File: src/rtl/glow_cell_ctrl_pkg.sv
// Shared definitions for the glow-in-the-dark byte cell controller.
// State encodings live here so the RAM interface and the debug display
// decode dbg_state identically.
package glow_cell_ctrl_pkg;

    // Width of the shared sequencing counter and of the refresh timer.
    localparam int CNT_W = 24;

    // Default timing for a 12 MHz clock.
    localparam int DEF_CHARGE_CYCLES  = 12_000_000;
    localparam int DEF_SETTLE_CYCLES  = 120_000;
    localparam int DEF_SAMPLE_GAP     = 1_200;
    localparam int DEF_REFRESH_CYCLES = 12_000_000;

    typedef enum logic [3:0] {
        ST_IDLE   = 4'd0,
        ST_SETTLE = 4'd1,
        ST_SAMPLE = 4'd2,
        ST_DONE   = 4'd3,
        ST_CHARGE = 4'd4
    } glow_state_t;

endpackage

File: src/rtl/glow_cell_ctrl_if.sv
// Host-side request/response bundle between the bus RAM interface and the
// glow cell controller.
//
// Handshake: wr_req/rd_req are level requests taken by the controller on any
// clk edge where busy=0; a request seen while busy=1 is dropped, never
// queued. wr_req beats rd_req on the same edge. rd_valid is a one-cycle
// pulse marking a new host read result on rd_data; rd_data then holds until
// the next completed read or refresh.
interface glow_cell_ctrl_if;
    logic       wr_req;
    logic [7:0] wr_data;
    logic       rd_req;
    logic       busy;
    logic [7:0] rd_data;
    logic       rd_valid;

    modport master (
        output wr_req, wr_data, rd_req,
        input  busy, rd_data, rd_valid
    );

    modport slave (
        input  wr_req, wr_data, rd_req,
        output busy, rd_data, rd_valid
    );
endinterface

File: src/rtl/glow_cell_ctrl_sync.sv
// Two-flop synchronizer for the asynchronous phototransistor levels.
module glow_cell_ctrl_sync #(
    parameter int WIDTH = 8
) (
    input  logic             clk,
    input  logic             reset,
    input  logic [WIDTH-1:0] d,
    output logic [WIDTH-1:0] q
);

    logic [WIDTH-1:0] meta;

    // Two register stages; the first may go metastable, the second settles.
    always_ff @(posedge clk or posedge reset) begin
        if (reset) begin
            meta <= '0;
            q    <= '0;
        end else begin
            meta <= d;
            q    <= meta;
        end
    end

endmodule

File: src/rtl/glow_cell_ctrl.sv
// Physical-cell controller for the glow-in-the-dark memory byte.
// Writes charge LEDs for a fixed time; reads let the cells settle in the
// dark, take three spaced phototransistor samples and majority-vote them.
// An idle timer triggers a read-then-recharge refresh so stored 1s persist.
module glow_cell_ctrl
    import glow_cell_ctrl_pkg::*;
#(
    parameter int CHARGE_CYCLES  = DEF_CHARGE_CYCLES,
    parameter int SETTLE_CYCLES  = DEF_SETTLE_CYCLES,
    parameter int SAMPLE_GAP     = DEF_SAMPLE_GAP,
    parameter int REFRESH_CYCLES = DEF_REFRESH_CYCLES
) (
    input  logic                   clk,
    input  logic                   reset,
    glow_cell_ctrl_if.slave        bus,
    output logic [7:0]             glow_leds,
    input  logic [7:0]             glow_value,
    output logic [3:0]             dbg_state
);

    // Terminal counts: a phase of N cycles ends when the counter shows N-1.
    localparam logic [CNT_W-1:0] CHARGE_LAST = CNT_W'(CHARGE_CYCLES - 1);
    localparam logic [CNT_W-1:0] SETTLE_LAST = CNT_W'(SETTLE_CYCLES - 1);
    localparam logic [CNT_W-1:0] GAP_LAST    = CNT_W'(SAMPLE_GAP - 1);
    localparam logic [CNT_W-1:0] REFRESH_TOP = CNT_W'(REFRESH_CYCLES);

    glow_state_t      state;
    logic [CNT_W-1:0] cnt;
    logic [CNT_W-1:0] refresh_timer;
    logic             refresh_flag;
    logic [1:0]       sample_idx;
    logic [7:0]       vote0;
    logic [7:0]       vote1;
    logic [7:0]       glow_sync;
    logic [7:0]       vote_result;
    logic             busy_q;
    logic [7:0]       rd_data_q;
    logic             rd_valid_q;
    logic [7:0]       leds_q;

    glow_cell_ctrl_sync #(.WIDTH(8)) u_sync (
        .clk   (clk),
        .reset (reset),
        .d     (glow_value),
        .q     (glow_sync)
    );

    // Per-bit 2-of-3 vote; the third sample is the live synchronized value.
    assign vote_result = (vote0 & vote1) | (vote0 & glow_sync) | (vote1 & glow_sync);

    assign bus.busy     = busy_q;
    assign bus.rd_data  = rd_data_q;
    assign bus.rd_valid = rd_valid_q;
    assign glow_leds    = leds_q;
    assign dbg_state    = state;

    // Sequencer: request arbitration, phase timing, sampling and refresh.
    always_ff @(posedge clk or posedge reset) begin
        if (reset) begin
            state         <= ST_IDLE;
            cnt           <= '0;
            refresh_timer <= '0;
            refresh_flag  <= 1'b0;
            sample_idx    <= 2'd0;
            vote0         <= '0;
            vote1         <= '0;
            busy_q        <= 1'b0;
            rd_data_q     <= '0;
            rd_valid_q    <= 1'b0;
            leds_q        <= '0;
        end else begin
            rd_valid_q <= 1'b0;
            case (state)
                ST_IDLE: begin
                    // Host requests beat a due refresh, which then stays pending.
                    if (bus.wr_req) begin
                        state        <= ST_CHARGE;
                        leds_q       <= bus.wr_data;
                        cnt          <= '0;
                        busy_q       <= 1'b1;
                        refresh_flag <= 1'b0;
                    end else if (bus.rd_req) begin
                        state        <= ST_SETTLE;
                        leds_q       <= '0;
                        cnt          <= '0;
                        busy_q       <= 1'b1;
                        refresh_flag <= 1'b0;
                    end else if (refresh_timer == REFRESH_TOP) begin
                        state        <= ST_SETTLE;
                        leds_q       <= '0;
                        cnt          <= '0;
                        busy_q       <= 1'b1;
                        refresh_flag <= 1'b1;
                    end
                    // Saturate so a deferred refresh is still due next idle cycle.
                    if (refresh_timer != REFRESH_TOP) begin
                        refresh_timer <= refresh_timer + 1'b1;
                    end
                end

                ST_SETTLE: begin
                    if (cnt == SETTLE_LAST) begin
                        state      <= ST_SAMPLE;
                        cnt        <= '0;
                        sample_idx <= 2'd0;
                    end else begin
                        cnt <= cnt + 1'b1;
                    end
                end

                ST_SAMPLE: begin
                    // One sample on the last cycle of each gap window.
                    if (cnt == GAP_LAST) begin
                        cnt        <= '0;
                        sample_idx <= sample_idx + 2'd1;
                        case (sample_idx)
                            2'd0:    vote0 <= glow_sync;
                            2'd1:    vote1 <= glow_sync;
                            default: begin
                                state      <= ST_DONE;
                                rd_data_q  <= vote_result;
                                rd_valid_q <= ~refresh_flag;
                            end
                        endcase
                    end else begin
                        cnt <= cnt + 1'b1;
                    end
                end

                ST_DONE: begin
                    // A refresh rewrites what it just read back.
                    if (refresh_flag) begin
                        state        <= ST_CHARGE;
                        leds_q       <= rd_data_q;
                        cnt          <= '0;
                        refresh_flag <= 1'b0;
                    end else begin
                        state  <= ST_IDLE;
                        busy_q <= 1'b0;
                    end
                end

                ST_CHARGE: begin
                    if (cnt == CHARGE_LAST) begin
                        state         <= ST_IDLE;
                        leds_q        <= '0;
                        busy_q        <= 1'b0;
                        refresh_timer <= '0;
                    end else begin
                        cnt <= cnt + 1'b1;
                    end
                end

                default: begin
                    state  <= ST_IDLE;
                    leds_q <= '0;
                    busy_q <= 1'b0;
                end
            endcase
        end
    end

endmodule

File: src/flat_wrapper.sv
// flat-port wrapper written by rule: the top's interface ports become plain ports
module glow_cell_ctrl_flat import glow_cell_ctrl_pkg::*;
#(
    parameter int CHARGE_CYCLES  = DEF_CHARGE_CYCLES,
    parameter int SETTLE_CYCLES  = DEF_SETTLE_CYCLES,
    parameter int SAMPLE_GAP     = DEF_SAMPLE_GAP,
    parameter int REFRESH_CYCLES = DEF_REFRESH_CYCLES
)
  (clk, reset, glow_leds, glow_value, dbg_state, bus_wr_req, bus_wr_data, bus_rd_req, bus_busy, bus_rd_data, bus_rd_valid);
  glow_cell_ctrl_if bus_i ();
  input  logic clk;
  input  logic reset;
  output logic [7:0] glow_leds;
  input  logic [7:0] glow_value;
  output logic [3:0] dbg_state;
  input wire logic [$bits(bus_i.wr_req)-1:0] bus_wr_req;
  input wire logic [$bits(bus_i.wr_data)-1:0] bus_wr_data;
  input wire logic [$bits(bus_i.rd_req)-1:0] bus_rd_req;
  output wire logic [$bits(bus_i.busy)-1:0] bus_busy;
  output wire logic [$bits(bus_i.rd_data)-1:0] bus_rd_data;
  output wire logic [$bits(bus_i.rd_valid)-1:0] bus_rd_valid;
  assign bus_i.wr_req = bus_wr_req;
  assign bus_i.wr_data = bus_wr_data;
  assign bus_i.rd_req = bus_rd_req;
  assign bus_busy = bus_i.busy;
  assign bus_rd_data = bus_i.rd_data;
  assign bus_rd_valid = bus_i.rd_valid;
  glow_cell_ctrl #(.CHARGE_CYCLES(CHARGE_CYCLES), .SETTLE_CYCLES(SETTLE_CYCLES), .SAMPLE_GAP(SAMPLE_GAP), .REFRESH_CYCLES(REFRESH_CYCLES)) u_core (.clk(clk), .reset(reset), .bus(bus_i), .glow_leds(glow_leds), .glow_value(glow_value), .dbg_state(dbg_state));
endmodule
File: config.mk
export PLATFORM = sky130hd
export DESIGN_NAME = glow_cell_ctrl_flat
export DESIGN_NICKNAME = d
export VERILOG_FILES = /design/src/rtl/glow_cell_ctrl_pkg.sv /design/src/rtl/glow_cell_ctrl_if.sv /design/src/rtl/glow_cell_ctrl_sync.sv /design/src/rtl/glow_cell_ctrl.sv /design/src/flat_wrapper.sv
export SDC_FILE = /design/constraint.sdc
export NUM_CORES = 1
export LEC_CHECK = 0
export CORE_MARGIN = 4
export CORE_UTILIZATION = 35
export DETAILED_ROUTE_END_ITERATION = 10
export GPL_TIMING_DRIVEN = 1
export MAX_ROUTING_LAYER = met4
export SETUP_SLACK_MARGIN = 0.05
export SYNTH_ARGS = -nofsm -noshare
export SYNTH_HDL_FRONTEND = slang
export SYNTH_HIERARCHICAL = 1
export SYNTH_SLANG_ARGS = --single-unit
File: constraint.sdc
create_clock -name clk -period 6.7 [get_ports clk]
set_clock_uncertainty 0.15 [all_clocks]
set_input_delay 2.01 -clock clk [delete_from_list [all_inputs] [get_ports clk]]
set_output_delay 2.01 -clock clk [all_outputs]
set_load 0.01 [all_outputs]
# Word-level counts from Yosys, hierarchy flattened
# Index checks and enable logic that the tools add are counted.
# op_classes
mux	41
n_addsub	3
bitwise_logic	8
reduce_logical	18
n_eq_ne	19
# ops
cell	n
$mux 24	9
$pmux 24 s5	1
$add 24x1->24 const B	2
$eq 24x24->1 const B	2
$pmux 24 s2	1
$mux 8	5
$pmux 8 s4	1
$mux 4	7
$and 8x8->8	3
$eq 24x11->1 const B	1
$eq 24x17->1 const B	1
$ne 24x24->1 const B	1
$pmux 4 s5	1
$or 8x8->8	2
$reduce_and 3->1	5
$reduce_and 4->1	3
$mux 1	10
$ne 2x1->1 const B	5
$eq 4x2->1 const B	2
$ne 2x2->1 const B	3
$reduce_bool 2->1	3
$reduce_and 5->1	1
$reduce_bool 5->1	1
$eq 4x1->1 const B	1
14 further kinds	18
# word_totals
out_inout_bits	22
input_bits	20
word_cells	102
register_bits	105

# Depth between registers and ports, before layout
# Gate-level depths: netlist of the first run.
# depth
depth_word	5
depth_mapped	9
depth_no_buf	8

# Modules after synthesis
# Netlist of the first run, hierarchy kept.
# by_module_without_submodules
module	cells_per_inst	area_per_inst_um2	seq_area_each_um2	n_inst
glow_cell_ctrl	458	4545.6	2202.1	1
glow_cell_ctrl_sync	17	404.1	400.4	1

# Worst setup path before layout of the first run
# OpenSTA, ideal clock, no wires.
# synth_timing
path_type	input to register
from	in bus_wr_req
to	reg u_core.cnt[13]
setup_ns	0.121
t_arrival_ns	3.164
path_slack_ns	3.265
t_required_ns	6.429
cell_stages	6
cell_sequence	or3_1 > a21o_1 > nand2_2 > nor2_1 > buf_6 > a22o_2
# synth_between
elab_chain_cells	2
elab_cells_between_ends	4
cone_classes	eq/ne (1); mux (2); reduce/logical (1)
# synth_rtl
element	line	source
start: declaration	flat_wrapper.sv:16	input wire logic [$bits(bus_i.wr_req)-1:0] bus_wr_req;
$ne 4x3->1 (no source line) / $mux 24 (equally long branches)	-	
$reduce_and 4->1 (no source line) / $pmux 24 s5 (equally long branches)	-	
end signal: assignment	glow_cell_ctrl.sv:107	cnt <= cnt + 1'b1;
end signal: assignment	glow_cell_ctrl.sv:126	cnt <= cnt + 1'b1;
end signal: assignment	glow_cell_ctrl.sv:150	cnt <= cnt + 1'b1;
end: declaration	glow_cell_ctrl.sv:28	logic [CNT_W-1:0] cnt;
# Parallel ways exist; a longest one is shown, timed or not.
# A chain may end at the register's enable or synchronous reset.

# Worst setup path after layout of the first run
# Same ends and word-level chain as after synthesis.

==> results of run 1 <==
==> routing by layer <==
layer	global-route usage (%)	part of all wire [%]
met1	18.6	46
met2	22.3	48
met3	4.38	4.8
met4	3.41	0.99
met5	-	0
==> cells in the mapped netlist (all sizes together), types with 2 or more instances <==
cell    instances  area, sq um
nand2          50          205
inv            11         41.3
o211ai          3         27.5
clkbuf          8         30.0
dfrtp         104         2600
nor4bb          2         20.0
mux2           25          282
or3             7         48.8
xor2           15          131
and3b           2         17.5
a21oi           9         56.3
nor2           46          173
and4            3         26.3
and3           14         88.8
or4             4         33.8
o21ai          32          160
o311ai          3         26.3
nand3          31          160
ha              5         62.6
a22o           21          185
nor2b           5         31.3
a21o           14          105
a31oi           2         12.5
nor4b           2         17.5
nor3            7         35.0
nor4            6         52.6
and2            7         45.1
buf             7         43.8
nand4           9         56.3
xnor2           5         43.8
o31ai           5         37.5
==> report_power, final <==
group          leakage, nW  internal, mW  switching (mW)  total, mW
logic                 1.12        0.0107          0.0144     0.0251
registers             1.36         0.632         0.00327      0.635
clock network        0.151         0.268           0.267      0.534
total                 2.64         0.911           0.284       1.19
==> cell families after synthesis <==
logic type,Yosys count,synth area share [%]
AO/OA/AOI/OAI,95,13.4
XOR/XNOR,20,3.54
adder cells (fa/ha/maj),5,1.26
buffers and inverters,26,2.33
flip-flops,104,52.6
multiplexers,25,5.69
other,1,0.0758
AND/OR/NAND/NOR,199,21.1
==> through the flow <==
stage | cells | utilization [%] | total power [mW]
after floorplan | 475 | - | 0.658
after global placement | 682 | 39.8 | 0.673
after detailed placement | 682 | 39.8 | 0.674
after CTS | 698 | 42.0 | 1.21
after global routing | 698 | 42.0 | 1.24
final | 698 | 42.0 | 1.19
==> critical path, stage by stage <==
cell and delay [ps]:
clkdlybuf4s50_1 500, or3_1 150, a21o_1 150, nand2_2 240
nor2_1 780, a22o_2 280
==> path summary, 6_finish.rpt <==
kind / from / slack (ps) / endpoint / cells after the start
worst min-delay path: u_core/u_sync/meta[5] / 200 / u_core/u_sync/q[5] / 0
min in group asynchronous: reset / 1880 / u_core/vote1[3] / 2
worst max-delay path: bus_wr_req / 2740 / u_core/cnt[13] / 6
max in group asynchronous: reset / 3400 / u_core/cnt[2] / 3
worst min register to register: u_core/u_sync/meta[5] / 200 / u_core/u_sync/q[5] / 0
worst max register to register: u_core/cnt[17] / 3670 / u_core/cnt[3] / 6
==> registers in the layout, indices dropped and copies added (netlist names) <==
| signal | cells |
|---|---|
| u_core/vote0 | 8 |
| u_core/vote1 | 8 |
| u_core/u_sync/q | 8 |
| u_core/dbg_state | 3 |
| u_core/cnt | 24 |
| u_core/refresh_flag | 1 |
| u_core/bus.rd_valid | 1 |
| u_core/refresh_timer | 24 |
| u_core/u_sync/meta | 8 |
| u_core/sample_idx | 2 |
| u_core/bus.rd_data | 8 |
| u_core/bus.busy | 1 |
| u_core/glow_leds | 8 |
==> layout make-up <==
cell class	count	area share, %
Clock buffer	9	3.87
Clock inverter	7	1.44
Inverter	11	0.730
Multi-Input combinational cell	345	38.3
Sequential cell	104	44.7
Tap cell	180	3.87
Timing Repair Buffer	42	7.13
==> out/qor.csv, run 1 <==
metric,value,unit
dr.first_iter.drc_count,326,
clkLatencyLatePin,360,ps
grt_max_degree,57,
cts_setup_buffers,0,
cts_buffers,9,
multi_input_area,2230,sq um
dr.pass1.iters,4,
cts.sinks,104,
via_count,3688,
syn_inst,475,
clk_pin_slew_worst_paths,80,ps
finalHoldViolations,0,
place.detailed.hpwl,7.57,mm
whs,201,ps
fmaxAchievable,252,MHz
synth-seq-area-share,52.6,%
setup_slack,2740,ps
avgViaCountPerCell,5.28,
outcome,"complete, no violations",
cts_resized,0,
peakVddDrop,131,uV
worstSetupEndpointType,flip-flop,
grt_pass1_vias,3673,
start_util,35.7,%
area.growth.synth_to_final,17.7,%
slew_headroom,39.8,%
rsz0062_at_grt,false,
cp-start-kind,input pin,
power_leakage,2.64,nW
post_drt_wl_per_cell,15.4,um
max_cap_violations,0,
port_buffers,40,
io_pins,42,
cts_tree,done,
ctsRootBufferMaster,clkbuf_16,
regArea,2600,sq um
htreeDepth,3,
setup_violations,0,
antenna_found_initial,0,
grt.total_usage,14.4,%
cp_max_fo,19,
layout-drive-gt1-share,11.0,%
synth_fp_nets,500,
crit_type,input pin to flip-flop,
fin_setup_tns,0,ps
powerDensity,205,nW/um^2
synth_area,4950,sq um
period_needed,3960,ps
nets,538,
drc,0,
die_area,16100,sq um
ant_nets,0,
grt_pass1_wl,18.3,mm
gp_congestion,0.866,
drt_wl_total,10.8,mm
yosys.cell_types.count,56,
clockBufferDepth,2,
period_share,59.1,%
finish.instance_area,5830,sq um
hp-class,flip-flop to flip-flop,
place_ws,2310,ps
yosysWarnings,6,
synth-edff-count,0,
synth_area_per_cell,10.4,sq um
holdBufCountCts,0,
ys_ff_latch,104,
grt-ovfl-total,0,
final_common_cell,dfrtp_1,
die_h,127,um
rows,43,
worst-endpoint-required,6850,ps
n_antenna_cell,0,
placed_area,5520,sq um
synthArstFlopShare,100,%
most-common-layout-cells,"104 x dfrtp_1, 47 x nand2_1, 46 x nor2_1",
core,13900,sq um
die_width,127,um
fill_cells,1362,
maxSlewViolCount,0,
crit_arrival,4110,ps
worst_pin_slew,899,ps
ys.flop_type,dfrtp_1,
No activity file was read; power rests on OpenSTA's default activity.
==> inputs of run 2 (changes only) <==
Clock period 6.7 ns to 3.3 ns, I/O delays scaled along.
==> out/qor.csv, run 2 (same netlist as run 1, synthesis figures left out) <==
metric,value,unit
r2r-start,u_core/cnt[13],
fmaxAchievable,345,MHz
io_pins,42,
place.detailed.hpwl,7.71,mm
fill_cells,1320,
grt_max_degree,33,
final_common_cell,dfrtp_1,
cts_setup_buffers,0,
top_layer,met4,
die_width,127,um
grt.total_usage,14.7,%
cp_slowest_cell,or4_4,
cts_resized,0,
r2r_setup_slack,400,ps
outcome,"complete, no violations",
cp_max_fo,10,
grt_pass1_wl,18.7,mm
clockBufferDepth,2,
core,13900,sq um
worst-endpoint-required,3350,ps
cts_tree,done,
crit_buf_inv,0,
regArea,2600,sq um
hp-class,flip-flop to flip-flop,
finalHoldViolations,0,
die_area,16100,sq um
crit_arrival,2950,ps
period_share,87.8,%
multi_input_area,2230,sq um
hp-start,u_core/u_sync/meta[1],
most-common-layout-cells,"104 x dfrtp_1, 47 x nand2_1, 46 x nor2_1",
fin_setup_tns,0,ps
top_regs,"u_core/cnt x24, u_core/refresh_timer x24",
die_h,127,um
worstSetupEndpointType,flip-flop,
n_antenna_cell,0,
clkLatencyLatePin,350,ps
max_cap_violations,0,
cp-start-kind,flip-flop,
holdBufCountCts,0,
period_needed,2900,ps
powerDensity,411,nW/um^2
dr.first_iter.drc_count,262,
gp_congestion,0.831,
rows,43,
crit_path_cell_trace,or4_4 > nor4_1 > a31oi_1 > and2_1 > nand2_1 > o311ai_0,
wl_met2,5.17,mm
critPathTopFamily,simple AND/OR/NAND/NOR gates,
drt_wl_total,10.7,mm
routed-wl-met3,383,um
nets,542,
avgViaCountPerCell,5.25,
setup_violations,0,
via_count,3686,
grt-ovfl-total,0,
slew_headroom,47.1,%
cts_buffers,9,
utilization,42.4,%
htreeDepth,3,
port_buffers,40,
layout-drive-gt1-share,11.7,%
post_drt_wl_per_cell,15.3,um
ant_nets,0,
peakVddDrop,267,uV
critPathLaunch,u_core/cnt[13],
drc,0,
dr.pass1.iters,4,
worst_pin_slew,791,ps
wl_met1,4.97,mm
maxSlewViolCount,0,
clk_pin_slew_worst_paths,80,ps
slowest_delay,560,ps
cts.sinks,104,
crit_type,flip-flop to flip-flop,
area.growth.synth_to_final,18.9,%
grt_pass1_vias,3703,
start_util,35.7,%
antenna_found_initial,0,
power_leakage,2.66,nW
rsz0062_at_grt,false,
ctsRootBufferMaster,clkbuf_16,
==> run 2: changes by cell type in the layout (fill, tap and decap cells not counted) <==
cell        change
clkinv_2        -1
clkinvlp_4      +2
buf_12          +2
buf_4           +2
clkinv_4        -1
==> run 2: worst paths after layout <==
path,to,depth (start not counted)
max,u_core/cnt[18],6
min,u_core/u_sync/q[1],0
max reg2reg,u_core/cnt[18],6
min reg2reg,u_core/u_sync/q[1],0
max in group asynchronous,u_core/dbg_state[2],3
min in group asynchronous,u_core/u_sync/meta[2],2
==> run 2: routing by layer <==
metal | vias up | track usage (%)
li1 | 1796 | -
met3 | 18 | 3.28
met4 | 0 | 4.86
met1 | 1808 | 19.3
met2 | 64 | 22.8
met5 | - | -
==> run 2: cell type report <==
type                    instances  area share [%]
flip-flops and latches        104            44.2
clock inverters                 7            1.40
clock buffers                   9            3.83
well taps                     180            3.83
inverters                      11           0.766
multi-input cells             345            37.9
repair buffers                 46            8.00
==> run 2: through the flow <==
step	total power [mW]	area (sq um)	worst slack, ps	hold slack [ps]	std cells
after floorplan	1.34	4950	837	181	475
after global placement	1.37	5580	335	182	686
after detailed placement	1.37	5580	172	187	686
after CTS	2.46	5880	376	206	702
after global routing	2.52	5880	137	210	702
final	2.42	5880	402	204	702
==> run 2: report_power, final <==
| part | switching, mW | internal (mW) |
|---|---|---|
| combinational | 0.0305 | 0.0259 |
| sequential | 0.00677 | 1.28 |
| clock | 0.528 | 0.542 |
==> inputs of run 3 (changes only) <==
Settings changed: CELL_PAD_IN_SITES_DETAIL_PLACEMENT set to 1, CELL_PAD_IN_SITES_GLOBAL_PLACEMENT set to 1, PLACE_DENSITY_LB_ADDON set to 0.1.
==> out/qor.csv, run 3 (same netlist as run 1, synthesis figures left out) <==
metric,value,unit
ant_nets,0,
holdBufCountCts,0,
area.growth.synth_to_final,19.1,%
grt_pass1_vias,3930,
cp_slowest_cell,or4_4,
period_needed,2940,ps
slowest_delay,570,ps
cts_buffers,9,
outcome,"complete, no violations",
htreeDepth,3,
cts_resized,0,
start_util,35.7,%
nets,544,
powerDensity,415,nW/um^2
cp-start-kind,flip-flop,
clockBufferDepth,2,
die_h,127,um
ctsRootBufferMaster,clkbuf_16,
clkLatencyLatePin,360,ps
setup_violations,0,
io_pins,42,
power_leakage,2.67,nW
grt-ovfl-total,0,
cts.sinks,104,
rsz0062_at_grt,false,
slew_headroom,52.8,%
worst-endpoint-required,3400,ps
finalHoldViolations,0,
placed_area,5580,sq um
cts_setup_buffers,0,
crit_arrival,3040,ps
cp_max_fo,8,
worst_pin_slew,705,ps
most-common-layout-cells,"104 x dfrtp_1, 47 x nand2_1, 46 x nor2_1",
drt_wl_total,12.0,mm
post_drt_wl_per_cell,17.1,um
fmaxAchievable,340,MHz
max_cap_violations,0,
avgViaCountPerCell,5.30,
via_count,3732,
dr.first_iter.drc_count,182,
antenna_found_initial,0,
peakVddDrop,460,uV
hp-class,flip-flop to flip-flop,
maxSlewViolCount,0,
period_share,89.1,%
drc,0,
die_area,16100,sq um
crit_path_cell_trace,or4_4 > nor4_1 > nand2_1 > a21bo_2 > a21oi_4 > mux2_2,
place.detailed.hpwl,8.74,mm
core,13900,sq um
port_buffers,40,
final_common_cell,dfrtp_1,
gp_congestion,0.771,
rows,43,
dr.pass1.iters,4,
n_antenna_cell,0,
finish.instance_area,5900,sq um
worstSetupEndpointType,flip-flop,
die_width,127,um
layout-drive-gt1-share,12.0,%
grt_max_degree,89,
fin_setup_tns,0,ps
r2r_setup_slack,360,ps
top_regs,"u_core/cnt x24, u_core/refresh_timer x24",
cts_tree,done,
grt_pass1_wl,20.5,mm
crit_type,flip-flop to flip-flop,
grt.total_usage,16.3,%
clk_pin_slew_worst_paths,80,ps
## run 3: area by class of cell
type	instances	area [sq um]
Clock inverter	7	93.8
Fill cell	1519	7980
Clock buffer	9	225
Multi-Input combinational cell	345	2230
Sequential cell	104	2600
Tap cell	180	225
Timing Repair Buffer	48	473
Inverter	11	45.0
## run 3: final timing paths
check,from,to,cells past startpoint
max,u_core/cnt[13],u_core/glow_leds[5],6
min,u_core/u_sync/meta[4],u_core/u_sync/q[4],0
max reg2reg,u_core/cnt[13],u_core/glow_leds[5],6
min reg2reg,u_core/u_sync/meta[4],u_core/u_sync/q[4],0
max in group asynchronous,reset,u_core/refresh_timer[15],3
min in group asynchronous,reset,u_core/u_sync/q[2],2
## run 3: report_power, final
part	internal (mW)	switching (mW)	total, mW
registers	1.28	0.00660	1.29
logic	0.0236	0.0305	0.0541
clock network	0.549	0.552	1.10
total	1.86	0.589	2.44
## run 3: through the flow
| step | cells | util [%] | hold slack, ps | setup slack (ps) | total power [mW] |
|---|---|---|---|---|---|
| after floorplan | 475 | - | 181 | 837 | 1.34 |
| after global placement | 688 | 40.2 | 185 | 262 | 1.37 |
| after detailed placement | 688 | 40.2 | 186 | 111 | 1.37 |
| after CTS | 704 | 42.5 | 204 | 353 | 2.50 |
| after global routing | 704 | 42.5 | 215 | 159 | 2.55 |
| final | 704 | 42.5 | 202 | 359 | 2.44 |
## run 3: critical path, delay by kind of cell, from the launching register on
kind            cells  cell delay [ps]
flops               1              430
simple gates        3             1320
compound gates      2              540
mux                 1              380
## run 3: metal layers
layer	vias to the layer above	part of all wire, %	global-route usage (%)
li1	1789	-	-
met1	1888	45	20.0
met2	37	50	27.0
met3	18	2.5	3.16
met4	0	1.9	5.49
met5	-	0	-
